===== src/rtl/uart_pkg.sv =====
// Shared definitions for the parametrised UART: parity encodings, the FSM state
// type used by both the transmit and receive directions, and the parity helper.
package uart_pkg;

  localparam int PAR_NONE = 0;
  localparam int PAR_EVEN = 1;
  localparam int PAR_ODD  = 2;

  typedef enum logic [2:0] {
    ST_IDLE,
    ST_START,
    ST_DATA,
    ST_PARITY,
    ST_STOP
  } uart_state_e;

  // data_xor is the XOR of all data bits; odd parity is its inverse.
  function automatic logic par_bit(input logic data_xor, input int par);
    return data_xor ^ (par == PAR_ODD);
  endfunction

endpackage


===== src/rtl/uart_bit_timer.sv =====
// Loadable DIV-cycle bit timer; emits a one-cycle tick at the end of each bit
// period while running, with an optional half-period preload for RX centring.
module uart_bit_timer #(
  parameter int DIV = 434
) (
  input  logic clk,
  input  logic rst,
  input  logic run,
  input  logic load,
  input  logic half,
  output logic tick
);

  localparam int CW = $clog2(DIV);
  localparam logic [CW-1:0] LAST = CW'(DIV - 1);
  // First tick lands DIV/2-1 cycles after the load edge; the receiver loads one
  // cycle after its synchronised edge, so the sample sits DIV/2 after that edge.
  localparam logic [CW-1:0] HALF_LOAD = CW'(DIV - DIV / 2 + 1);

  logic [CW-1:0] count;

  always_ff @(posedge clk or posedge rst) begin
    if (rst) begin
      count <= '0;
    end else if (load) begin
      count <= half ? HALF_LOAD : '0;
    end else if (run) begin
      if (count == LAST) count <= '0;
      else               count <= count + 1'b1;
    end
  end

  assign tick = run && (count == LAST);

endmodule


===== src/rtl/uart_param.sv =====
// Parametrised full-duplex UART with ready/valid transmit handshake, 2-flop RX
// synchroniser, false-start rejection and framing/parity error reporting.
module uart_param
  import uart_pkg::*;
#(
  parameter int DIV       = 434,
  parameter int DATA_BITS = 8,
  parameter int PARITY    = 0,
  parameter int STOP_BITS = 1
) (
  input  logic                 clk,
  input  logic                 rst,
  input  logic                 rxd,
  output logic [DATA_BITS-1:0] rx_data,
  output logic                 rx_valid,
  output logic                 rx_frame_err,
  output logic                 rx_parity_err,
  input  logic [DATA_BITS-1:0] tx_data,
  input  logic                 tx_valid,
  output logic                 tx_ready,
  output logic                 txd,
  output logic                 tx_done
);

  localparam int CW = $clog2(DIV);
  localparam bit HAS_PAR = (PARITY != PAR_NONE);
  localparam logic [CW-1:0] DATA_LAST = CW'(DATA_BITS - 1);
  localparam logic [CW-1:0] STOP_LAST = CW'(STOP_BITS - 1);

  uart_state_e          tx_state;
  logic [DATA_BITS-1:0] tx_shift;
  logic [CW-1:0]        tx_cnt;
  logic                 tx_par;
  logic                 tx_tick;
  logic                 tx_accept;

  assign tx_accept = tx_valid && tx_ready;

  uart_bit_timer #(.DIV(DIV)) u_tx_timer (
    .clk  (clk),
    .rst  (rst),
    .run  (tx_state != ST_IDLE),
    .load (tx_accept),
    .half (1'b0),
    .tick (tx_tick)
  );

  always_ff @(posedge clk or posedge rst) begin
    if (rst) begin
      tx_state <= ST_IDLE;
      tx_shift <= '0;
      tx_cnt   <= '0;
      tx_par   <= 1'b0;
      txd      <= 1'b1;
      tx_ready <= 1'b1;
      tx_done  <= 1'b0;
    end else begin
      tx_done <= 1'b0;
      case (tx_state)
        ST_IDLE: if (tx_accept) begin
          tx_shift <= tx_data;
          tx_par   <= par_bit(^tx_data, PARITY);
          txd      <= 1'b0;
          tx_ready <= 1'b0;
          tx_state <= ST_START;
        end
        ST_START: if (tx_tick) begin
          txd      <= tx_shift[0];
          tx_shift <= tx_shift >> 1;
          tx_cnt   <= '0;
          tx_state <= ST_DATA;
        end
        ST_DATA: if (tx_tick) begin
          if (tx_cnt == DATA_LAST) begin
            tx_cnt <= '0;
            if (HAS_PAR) begin
              txd      <= tx_par;
              tx_state <= ST_PARITY;
            end else begin
              txd      <= 1'b1;
              tx_state <= ST_STOP;
            end
          end else begin
            txd      <= tx_shift[0];
            tx_shift <= tx_shift >> 1;
            tx_cnt   <= tx_cnt + 1'b1;
          end
        end
        ST_PARITY: if (tx_tick) begin
          txd      <= 1'b1;
          tx_state <= ST_STOP;
        end
        ST_STOP: if (tx_tick) begin
          if (tx_cnt == STOP_LAST) begin
            tx_state <= ST_IDLE;
            tx_ready <= 1'b1;
            tx_done  <= 1'b1;
          end else begin
            tx_cnt <= tx_cnt + 1'b1;
          end
        end
        default: tx_state <= ST_IDLE;
      endcase
    end
  end

  uart_state_e          rx_state;
  logic                 rx_s1, rx_s2, rx_prev;
  logic [DATA_BITS-1:0] rx_shift;
  logic [CW-1:0]        rx_cnt;
  logic                 rx_par_bad;
  logic                 rx_tick;
  logic                 rx_start;

  // Only a high-to-low step arms the receiver, which also covers waiting for the
  // line to recover after a framing error.
  assign rx_start = (rx_state == ST_IDLE) && rx_prev && !rx_s2;

  uart_bit_timer #(.DIV(DIV)) u_rx_timer (
    .clk  (clk),
    .rst  (rst),
    .run  (rx_state != ST_IDLE),
    .load (rx_start),
    .half (1'b1),
    .tick (rx_tick)
  );

  // Synchroniser resets low so a line held low through reset release is never
  // mistaken for a start edge.
  always_ff @(posedge clk or posedge rst) begin
    if (rst) begin
      rx_s1   <= 1'b0;
      rx_s2   <= 1'b0;
      rx_prev <= 1'b0;
    end else begin
      rx_s1   <= rxd;
      rx_s2   <= rx_s1;
      rx_prev <= rx_s2;
    end
  end

  always_ff @(posedge clk or posedge rst) begin
    if (rst) begin
      rx_state      <= ST_IDLE;
      rx_shift      <= '0;
      rx_cnt        <= '0;
      rx_par_bad    <= 1'b0;
      rx_data       <= '0;
      rx_valid      <= 1'b0;
      rx_frame_err  <= 1'b0;
      rx_parity_err <= 1'b0;
    end else begin
      rx_valid <= 1'b0;
      case (rx_state)
        ST_IDLE: if (rx_start) rx_state <= ST_START;
        ST_START: if (rx_tick) begin
          if (rx_s2) begin
            rx_state <= ST_IDLE;
          end else begin
            rx_cnt     <= '0;
            rx_par_bad <= 1'b0;
            rx_state   <= ST_DATA;
          end
        end
        ST_DATA: if (rx_tick) begin
          rx_shift <= {rx_s2, rx_shift[DATA_BITS-1:1]};
          if (rx_cnt == DATA_LAST) rx_state <= HAS_PAR ? ST_PARITY : ST_STOP;
          else                     rx_cnt   <= rx_cnt + 1'b1;
        end
        ST_PARITY: if (rx_tick) begin
          rx_par_bad <= (rx_s2 != par_bit(^rx_shift, PARITY));
          rx_state   <= ST_STOP;
        end
        ST_STOP: if (rx_tick) begin
          rx_data       <= rx_shift;
          rx_frame_err  <= !rx_s2;
          rx_parity_err <= rx_par_bad;
          rx_valid      <= 1'b1;
          rx_state      <= ST_IDLE;
        end
        default: rx_state <= ST_IDLE;
      endcase
    end
  end

endmodule


===== config.mk =====
export PLATFORM = sky130hd
export DESIGN_NAME = uart_param
export DESIGN_NICKNAME = d
export VERILOG_FILES = /design/src/rtl/uart_pkg.sv /design/src/rtl/uart_bit_timer.sv /design/src/rtl/uart_param.sv
export SDC_FILE = /design/constraint.sdc
export NUM_CORES = 1
export LEC_CHECK = 0
export ABC_CLOCK_PERIOD_IN_PS = 4470
export CORE_MARGIN = 2
export CORE_UTILIZATION = 47
export DETAILED_ROUTE_END_ITERATION = 10
export PLACE_DENSITY_LB_ADDON = 0.05
export SLEW_MARGIN = 20
export SYNTH_ARGS = -nofsm -noshare
export SYNTH_HDL_FRONTEND = slang
export SYNTH_SLANG_ARGS = --single-unit

===== constraint.sdc =====
create_clock -name clk -period 4.47 [get_ports clk]
set_input_delay 0.894 -clock clk [delete_from_list [all_inputs] [get_ports clk]]
set_output_delay 0.894 -clock clk [all_outputs]
set_load 0.01 [all_outputs]

==> flow_summary.ini, run 1 <==
[die]
initial_utilization = 0.478
num_rows = 34
die_y_um = 97.8
core_area_um2 = 8640
dieWidth_um = 97.8
die_area_um2 = 9560
io_pins = 26

[power_and_ir_drop]
vdd_ir_drop_max_v = 0.000232
p_sw_frac = 0.272
power_frac_comb = 0.109
p_sw_mw = 0.398
leakage_nw = 2.03
intPower_mw = 1.07
power.total_mw = 1.46
cellPowerDensity_nw_per_um2 = 315
p_clk_frac = 0.357
seqPwrFrac = 0.533

[yosys]
synth-main-ff-cell = dfrtp_1
synth_edf_count = 0
seq_area_frac_synth = 0.461
synthesis.area_um2 = 4130
syn_inst = 380
ys_warn_count = 0
synthArstFlopShare = 1.00
syn_nets = 399
synth-seq-cells = 76
synth_cell_types = 76
syn_area_per_cell_um2 = 10.9

[route]
num_vias = 2964
first_pass_iters = 4
routed.top_layer = met4
met1_length_um = 3960
ant_nets = 0
wirelength_um = 8330
wl_per_cell_um = 16.1
wl_met2_um = 4090
met3_length_um = 228
drc_errors = 0
detail_route.vias_per_cell = 5.73
drtIter0Drc = 133

[worst_setup_path]
required_ns = 3.58
critPathSlowestCell = dfstp_2
crit_chain = clkdlybuf4s50_1
reg2reg_to = rx_shift[3]$_DFFE_PP0P_
cpPeakStageDelay_ns = 0.55
end_kind = primary output
arrival_ns = 1.43
cp_max_fo = 4
r2r_slack_ns = 2.27
path_class = flop to primary output
cpLargestDelayFamily = flip-flops
timing.rr.start = u_rx_timer.count[1]$_DFFE_PP0P_
reg2reg_depth = 5
cp-start-kind = flop
path_buf_inv = 1

[clock_network]
tritoncts = done
clock_path_buffers = 2
clock_latency_ns = 0.35
cts_buffers = 9
holdBufCountCts = 0
htreeDepth = 3
cts.reportedPaths.clkPinSlew_ns = 0.09
cts_resized = 0
clock-sinks = 76
post_cts_buffers = 0
root_buffer = clkbuf_8

[global_routing]
antenna_found_initial = 0
grt_overflow = 0
grt_pass1_vias = 2949
grt_usage = 0.189
grt_max_degree = 55
grt_pass1_wl_um = 14600

[timing]
period_needed_ns = 2.32
grt_setup_unrepaired = false
finClkSkew_ns = 0.0145
setup_viol = 0
min_period_over_period = 0.519
hold_viol = 0
fmax_mhz = 431
tightest_slew_ns = 0.979
drv_slew = 0
slew_headroom = 0.342
whs_ns = 0.364
setup_tns_ns = 0

[place]
routabilityCongestion = 0.801
portBuffers = 25
dpl.hpwl_um = 5630
placed_cells = 501

[outcome]
status = completed

[min_path]
worstHoldEndpoint = rx_s2$_DFF_PP0_
min_path_type = flop to flop
min_path_cells = 0
holdCritStartpoint = rx_s1$_DFF_PP0_

[layout]
antenna_cells = 0
finalNetCount = 423
layout_common_cells = 74 x dfrtp_1, 32 x mux2_2, 25 x nor2_1, 25 x clkdlybuf4s50_1, 24 x nand2_1
utilization = 0.538
fin_cells = 517
synthToLayoutAreaGrowth_pct = 12.5
layout_commonest_cell = dfrtp_1
drive_above_1_share = 0.181

[job]
maxCapViolCount = 0
-- per-stage QoR --
| step | instance area [um2] | worst slack (ns) |
|---|---|---|
| floorplan | 4130 | 1.64 |
| global placement | 4450 | 1.89 |
| detailed placement | 4450 | 1.86 |
| CTS | 4640 | 2.13 |
| global route | 4650 | 2.09 |
| finish | 4650 | 2.15 |
-- kinds of logic (layout without fill, tap and decap cells) --
kind of cell,count (synthesis),count (layout),share of synthesized area
AOI/OAI and AO/OA,81,81,0.139
xor gates and xnor gates,17,17,0.0412
adders and majority gates,7,7,0.0212
buffers and inverters,29,58,0.0339
DFF,76,76,0.461
muxes,38,38,0.103
and+or+nand+nor,132,132,0.200
-- power by group through the flow --
| stage | Clock [mW] | Combinational [mW] | Sequential, mW |
|---|---|---|---|
| 3_3_place_gp | 0 | 0.158 | 0.793 |
| 3_5_place_dp | 0 | 0.162 | 0.793 |
| 5_1_grt | 0.567 | 0.186 | 0.789 |
| 4_1_cts | 0.540 | 0.162 | 0.780 |
| 6_report | 0.523 | 0.160 | 0.781 |
| 2_1_floorplan | 0 | 0.133 | 0.776 |
-- synth_stat cells, types with 3 or more instances --
library cell | count | area, um2
a221o_1 | 3 | 30.0
nor2_1 | 25 | 93.8
mux2_2 | 32 | 360
a21o_1 | 6 | 45.0
and2_1 | 4 | 25.0
ha_1 | 7 | 87.6
or4_1 | 5 | 37.5
and3_1 | 6 | 37.5
nor3b_1 | 3 | 22.5
nand4b_1 | 3 | 26.3
o31ai_1 | 9 | 67.6
mux2i_1 | 5 | 50.1
o21ai_0 | 17 | 85.1
a21oi_1 | 16 | 80.1
dfrtp_1 | 74 | 1850
nand2_1 | 24 | 90.1
nand4_1 | 7 | 43.8
nor2b_1 | 3 | 18.8
nand3_1 | 10 | 50.1
nand2b_1 | 6 | 37.5
xnor2_1 | 13 | 114
inv_1 | 15 | 56.3
nor3_1 | 8 | 40.0
buf_2 | 6 | 30.0
-- metal layers --
layer | vias to the layer above | GRT usage
met3 | 4 | 0.0429
met1 | 1468 | 0.258
li1 | 1453 | -
met2 | 39 | 0.310
met5 | - | 0
met4 | 0 | 0.0417
-- final cells by class --
type	count	area [um2]
Fill cell	788	3990
Multi-Input combinational cell	275	2090
Sequential cell	76	1900
Timing Repair Buffer	27	265
Tap cell	108	135
Clock buffer	10	128
Clock inverter	6	65.1
Inverter	15	58.8
-- state kept, by name (all words and copies together), names as in the netlist --
name	count
tx_cnt	9
rx_valid	1
rx_prev	1
rx_data	8
rx_parity_err	1
u_rx_timer.count	9
rx_s1	1
rx_frame_err	1
rx_par_bad	1
u_tx_timer.count	9
tx_shift	8
tx_ready	1
rx_shift	8
rx_s2	1
rx_cnt	9
tx_state	3
rx_state	3
tx_done	1
txd	1
-- worst max path at each step --
stage,from,end,slack [ns],depth (start not counted)
floorplan,rst,rx_cnt[0]$_DFFE_PP0P_,1.64,1
global placement,tx_valid,tx_shift[3]$_DFFE_PP0P_,1.89,5
detailed placement,tx_valid,tx_shift[6]$_DFFE_PP0P_,1.86,5
CTS,tx_ready$_DFFE_PP1P_,tx_ready,2.13,1
global route,u_rx_timer.count[1]$_DFFE_PP0P_,rx_cnt[1]$_DFFE_PP0P_,2.09,6
finish,tx_ready$_DFFE_PP1P_,tx_ready,2.15,1
-- worst register-to-register path: stages, from the launching register on --
cell      delay (ns)
dfrtp_1         0.42
inv_1           0.07
ha_1            0.17
nand4b_2        0.17
nor4_4          0.84
mux2_2          0.42
Power figures use the tool's default switching activity.
==> run 2, diff against run 1 <==
Settings changed: ABC_CLOCK_PERIOD_IN_PS 4470 to 2100.
Clock period 4.47 ns to 2.1 ns, I/O delays scaled along.
==> run 2 against run 1 <==
  * Sequential share of layout area decreased by 1.0 points
  * Die area unchanged
  * Largest cell class unchanged
  * Critical path depth increased by 5
  * Highest routed layer unchanged
  * Cell count increased by 2.9%
==> flow_summary.ini, run 2 (synthesis results as in run 1) <==
[global_routing]
grt_pass1_wl_um = 14300
top_usage_layer = met2
grt_pass1_vias = 3011
grt_max_degree = 33
grtUsageMet2 = 0.309
grt_util_met1 = 0.236
antenna_found_initial = 0
grt_usage = 0.183
grt_overflow = 0
grt_use_met3 = 0.0394

[power_and_ir_drop]
power_frac_comb = 0.126
vdd_ir_drop_max_v = 0.000441
seqPwrFrac = 0.549
intPower_mw = 2.16
p_clk_frac = 0.324
p_sw_mw = 0.849
cellPowerDensity_nw_per_um2 = 632
p_sw_frac = 0.282
leakage_nw = 2.10

[timing]
slew_headroom = 0.622
grt_setup_unrepaired = false
fmax_mhz = 503
tightest_slew_ns = 0.553
hold_viol = 0
setup_slack_ns = 0.112
period_needed_ns = 1.99
setup_viol = 0
finClkSkew_ns = 0.0112
min_period_over_period = 0.946
drv_slew = 0

[die]
core_area_um2 = 8640
die_y_um = 97.8
die_area_um2 = 9560
initial_utilization = 0.478
io_pins = 26
dieWidth_um = 97.8
num_rows = 34

[worst_setup_path]
cp_max_fo = 8
arrival_ns = 2.22
path_buf_inv = 1
critPathSlowestCell = dfrtp_1
crit_chain = inv_1 -> ha_1 -> and4b_1 -> nand4_4 -> a21boi_4 -> mux2_2
reg2reg_depth = 6
cp_num_cells = 6
path_class = flop to flop
cp-start-kind = flop
cpLargestDelayFamily = simple AND/OR/NAND/NOR gates
required_ns = 2.34
end_kind = flop
cpPeakStageDelay_ns = 0.41

[clock_network]
clock_latency_ns = 0.35
cts_buffers = 9
root_buffer = clkbuf_8
holdBufCountCts = 0
htreeDepth = 3
post_cts_buffers = 0
clock_path_buffers = 2
tritoncts = done
clock-sinks = 76
cts_resized = 0
cts.reportedPaths.clkPinSlew_ns = 0.08

[layout]
synthToLayoutAreaGrowth_pct = 15.4
multiInputGateArea_um2 = 2090
fin_cells = 532
fillers = 783
layout_common_cells = 74 x dfrtp_1, 32 x mux2_2, 25 x nor2_1, 25 x clkdlybuf4s50_1, 24 x nand2_1
layout_commonest_cell = dfrtp_1
drive_above_1_share = 0.210
antenna_cells = 0
regArea_um2 = 1900
finalNetCount = 438

[outcome]
status = completed

[place]
dp_worst_setup_slack_ns = -0.0459
placed_cells = 516
portBuffers = 25
routabilityCongestion = 0.827
dpl.hpwl_um = 5970

[min_path]
min_path_cells = 0
min_path_type = flop to flop

[route]
num_vias = 3027
wirelength_um = 8230
first_pass_iters = 4
wl_per_cell_um = 15.5
ant_nets = 0
drc_errors = 0
detail_route.vias_per_cell = 5.69
drtIter0Drc = 126

[job]
maxCapViolCount = 0
## run 2: path summary, 6_finish.rpt
kind,from,to,slack (ns)
setup / recovery,u_tx_timer.count[1]$_DFFE_PP0N_,tx_shift[4]$_DFFE_PP0P_,0.11
hold / removal,rx_s1$_DFF_PP0_,rx_s2$_DFF_PP0_,0.36
setup reg to reg,u_tx_timer.count[1]$_DFFE_PP0N_,tx_shift[4]$_DFFE_PP0P_,0.11
hold reg to reg,rx_s1$_DFF_PP0_,rx_s2$_DFF_PP0_,0.36
max in group asynchronous,rst,tx_ready$_DFFE_PP1P_,1.11
min in group asynchronous,rst,u_rx_timer.count[7]$_DFFE_PP0P_,0.44
## run 2: final cells by class
class,count,area share
clock buffer,9,0.0260
clock inverter,7,0.00918
inverter,15,0.0126
multi-input combinational,275,0.438
sequential,76,0.399
tap,108,0.0283
timing repair buffer,42,0.0871
## run 2: per-layer routing
metal  up-vias  share of wire
met3        13          0.020
met1      1506           0.47
li1       1483              -
met4         0          0.013
met2        25           0.50
met5         -              0
## run 2: per-stage QoR
stage | TNS [ns] | area, um2 | utilization | hold WS, ns | total power, mW
floorplan | 0 | 4140 | - | 0.331 | 1.93
global placement | -0.0525 | 4600 | 0.533 | 0.339 | 2.05
detailed placement | -0.0894 | 4600 | 0.533 | 0.345 | 2.06
CTS | 0 | 4770 | 0.552 | 0.363 | 3.05
global route | 0 | 4770 | 0.552 | 0.374 | 3.18
finish | 0 | 4770 | 0.552 | 0.360 | 3.01
## run 2: power groups by stage
stage	registers [mW]	clock network [mW]	logic, mW
final	1.66	0.977	0.380
after detailed placement	1.68	0	0.383
after floorplan	1.65	0	0.284
after global routing	1.67	1.08	0.426
after global placement	1.68	0	0.376
after CTS	1.65	1.02	0.385
==> run 3, diff against run 2 <==
Settings changed: CORE_UTILIZATION 47 to 35.
==> run 3 against run 2 <==
  * Routed wire length up 5.2%
  * Die area rose by 33%
  * Via count is essentially flat
  * Combinational power barely moved
  * Maximum frequency increased by 2.4%
  * Highest routed layer unchanged
  * Setup slack improved by 0.047 ns
  * Sequential power hardly changed
  * Sequential share of layout area down 1.4 points
  * First-iteration DRC count rose by 42%
==> flow_summary.ini, run 3 (synthesis results as in run 1) <==
[global_routing]
grt_pass1_vias = 3089
grt_max_degree = 41
grt_overflow = 0
grt_pass1_wl_um = 15300
grt_usage = 0.151
antenna_found_initial = 0

[clock_network]
clock-sinks = 76
clock_path_buffers = 2
post_cts_buffers = 0
holdBufCountCts = 0
root_buffer = clkbuf_16
htreeDepth = 3
cts.reportedPaths.clkPinSlew_ns = 0.06
clock_latency_ns = 0.35
cts_buffers = 9
tritoncts = done
cts_resized = 0

[place]
place_area_um2 = 4640
dpl.hpwl_um = 6260
routabilityCongestion = 0.763
portBuffers = 25

[route]
num_vias = 3024
detail_route.vias_per_cell = 5.32
drc_errors = 0
first_pass_iters = 4
wl_per_cell_um = 15.2
drtIter0Drc = 179
ant_nets = 0
wirelength_um = 8660

[power_and_ir_drop]
leakage_nw = 2.16
power.total_mw = 3.61
vdd_ir_drop_max_v = 0.000555
cellPowerDensity_nw_per_um2 = 730

[worst_setup_path]
arrival_ns = 2.17
critPathLaunch = u_tx_timer.count[3]$_DFFE_PP0N_
end_kind = flop
cpPeakStageDelay_ns = 0.54
path_class = flop to flop
required_ns = 2.33
crit_chain = and4bb_1 -> nand4_4 -> a21boi_4 -> mux2_2
timing.rr.start = u_tx_timer.count[3]$_DFFE_PP0N_
critPathSlowestCell = and4bb_1
cp_max_fo = 8
cp-start-kind = flop

[layout]
finalNetCount = 439
finalInstanceArea_um2 = 4940
drive_above_1_share = 0.214
antenna_cells = 0
layout_commonest_cell = dfrtp_1
layout_common_cells = 74 x dfrtp_1, 32 x mux2_2, 25 x nor2_1, 25 x clkdlybuf4s50_1, 24 x nand2_1
utilization = 0.431
synthToLayoutAreaGrowth_pct = 19.7

[die]
num_rows = 39
die_y_um = 113
io_pins = 26
initial_utilization = 0.360
core_area_um2 = 11500
die_area_um2 = 12700
dieWidth_um = 113

[min_path]
min_path_type = flop to flop
holdCritStartpoint = rx_s1$_DFF_PP0_

[timing]
hold_viol = 0
fmax_mhz = 515
tightest_slew_ns = 0.525
min_period_over_period = 0.924
setup_viol = 0
drv_slew = 0
whs_ns = 0.353
period_needed_ns = 1.94
finClkSkew_ns = 0.00893
slew_headroom = 0.641
grt_setup_unrepaired = false

[outcome]
status = completed

[job]
maxCapViolCount = 0
run 3: final cells by class:
cell class | count | area [um2]
inverter | 15 | 60.1
fill | 1090 | 6520
tap | 143 | 179
timing repair buffer | 43 | 410
clock inverter | 6 | 63.8
clock buffer | 10 | 239
sequential | 76 | 1900
multi-input combinational | 275 | 2090
run 3: worst paths after layout:
path / to / slack (ns) / cells past startpoint
max in group asynchronous: rx_cnt[1]$_DFFE_PP0P_ / 1.11 / 3
setup reg to reg: tx_shift[7]$_DFFE_PP0P_ / 0.16 / 4
min in group asynchronous: u_rx_timer.count[4]$_DFFE_PP0P_ / 0.45 / 2
hold reg to reg: rx_s2$_DFF_PP0_ / 0.35 / 0
setup / recovery: tx_shift[7]$_DFFE_PP0P_ / 0.16 / 4
hold / removal: rx_s2$_DFF_PP0_ / 0.35 / 0
run 3: stage by stage:
step / setup WS, ns / std cells / TNS [ns]
6_report: 0.160 / 568 / 0
5_1_grt: 0.0332 / 568 / 0
4_1_cts: 0.0692 / 568 / 0
3_5_place_dp: -0.0308 / 552 / -0.0528
3_3_place_gp: -0.00661 / 552 / -0.0122
2_1_floorplan: 0.323 / 380 / 0
run 3: report_power, final:
| group | switching (mW) | internal [mW] |
|---|---|---|
| registers | 0.112 | 1.54 |
| logic | 0.180 | 0.198 |
| clock network | 0.625 | 0.949 |
| total | 0.917 | 2.69 |
run 3: worst max-delay path: cells and delay by family (launching register included):
| family | cells | cell delay, ns |
|---|---|---|
| DFF | 1 | 0.43 |
| and+or+nand+nor | 2 | 0.70 |
| AOI/OAI and AO/OA | 1 | 0.32 |
| muxes | 1 | 0.37 |
run 3: routing by layer:
layer / GRT usage / vias up / share of wire
li1: - / 1488 / -
met1: 0.195 / 1493 / 0.49
met2: 0.241 / 32 / 0.47
met3: 0.0405 / 11 / 0.027
met4: 0.0585 / 0 / 0.018
met5: 0 / - / 0
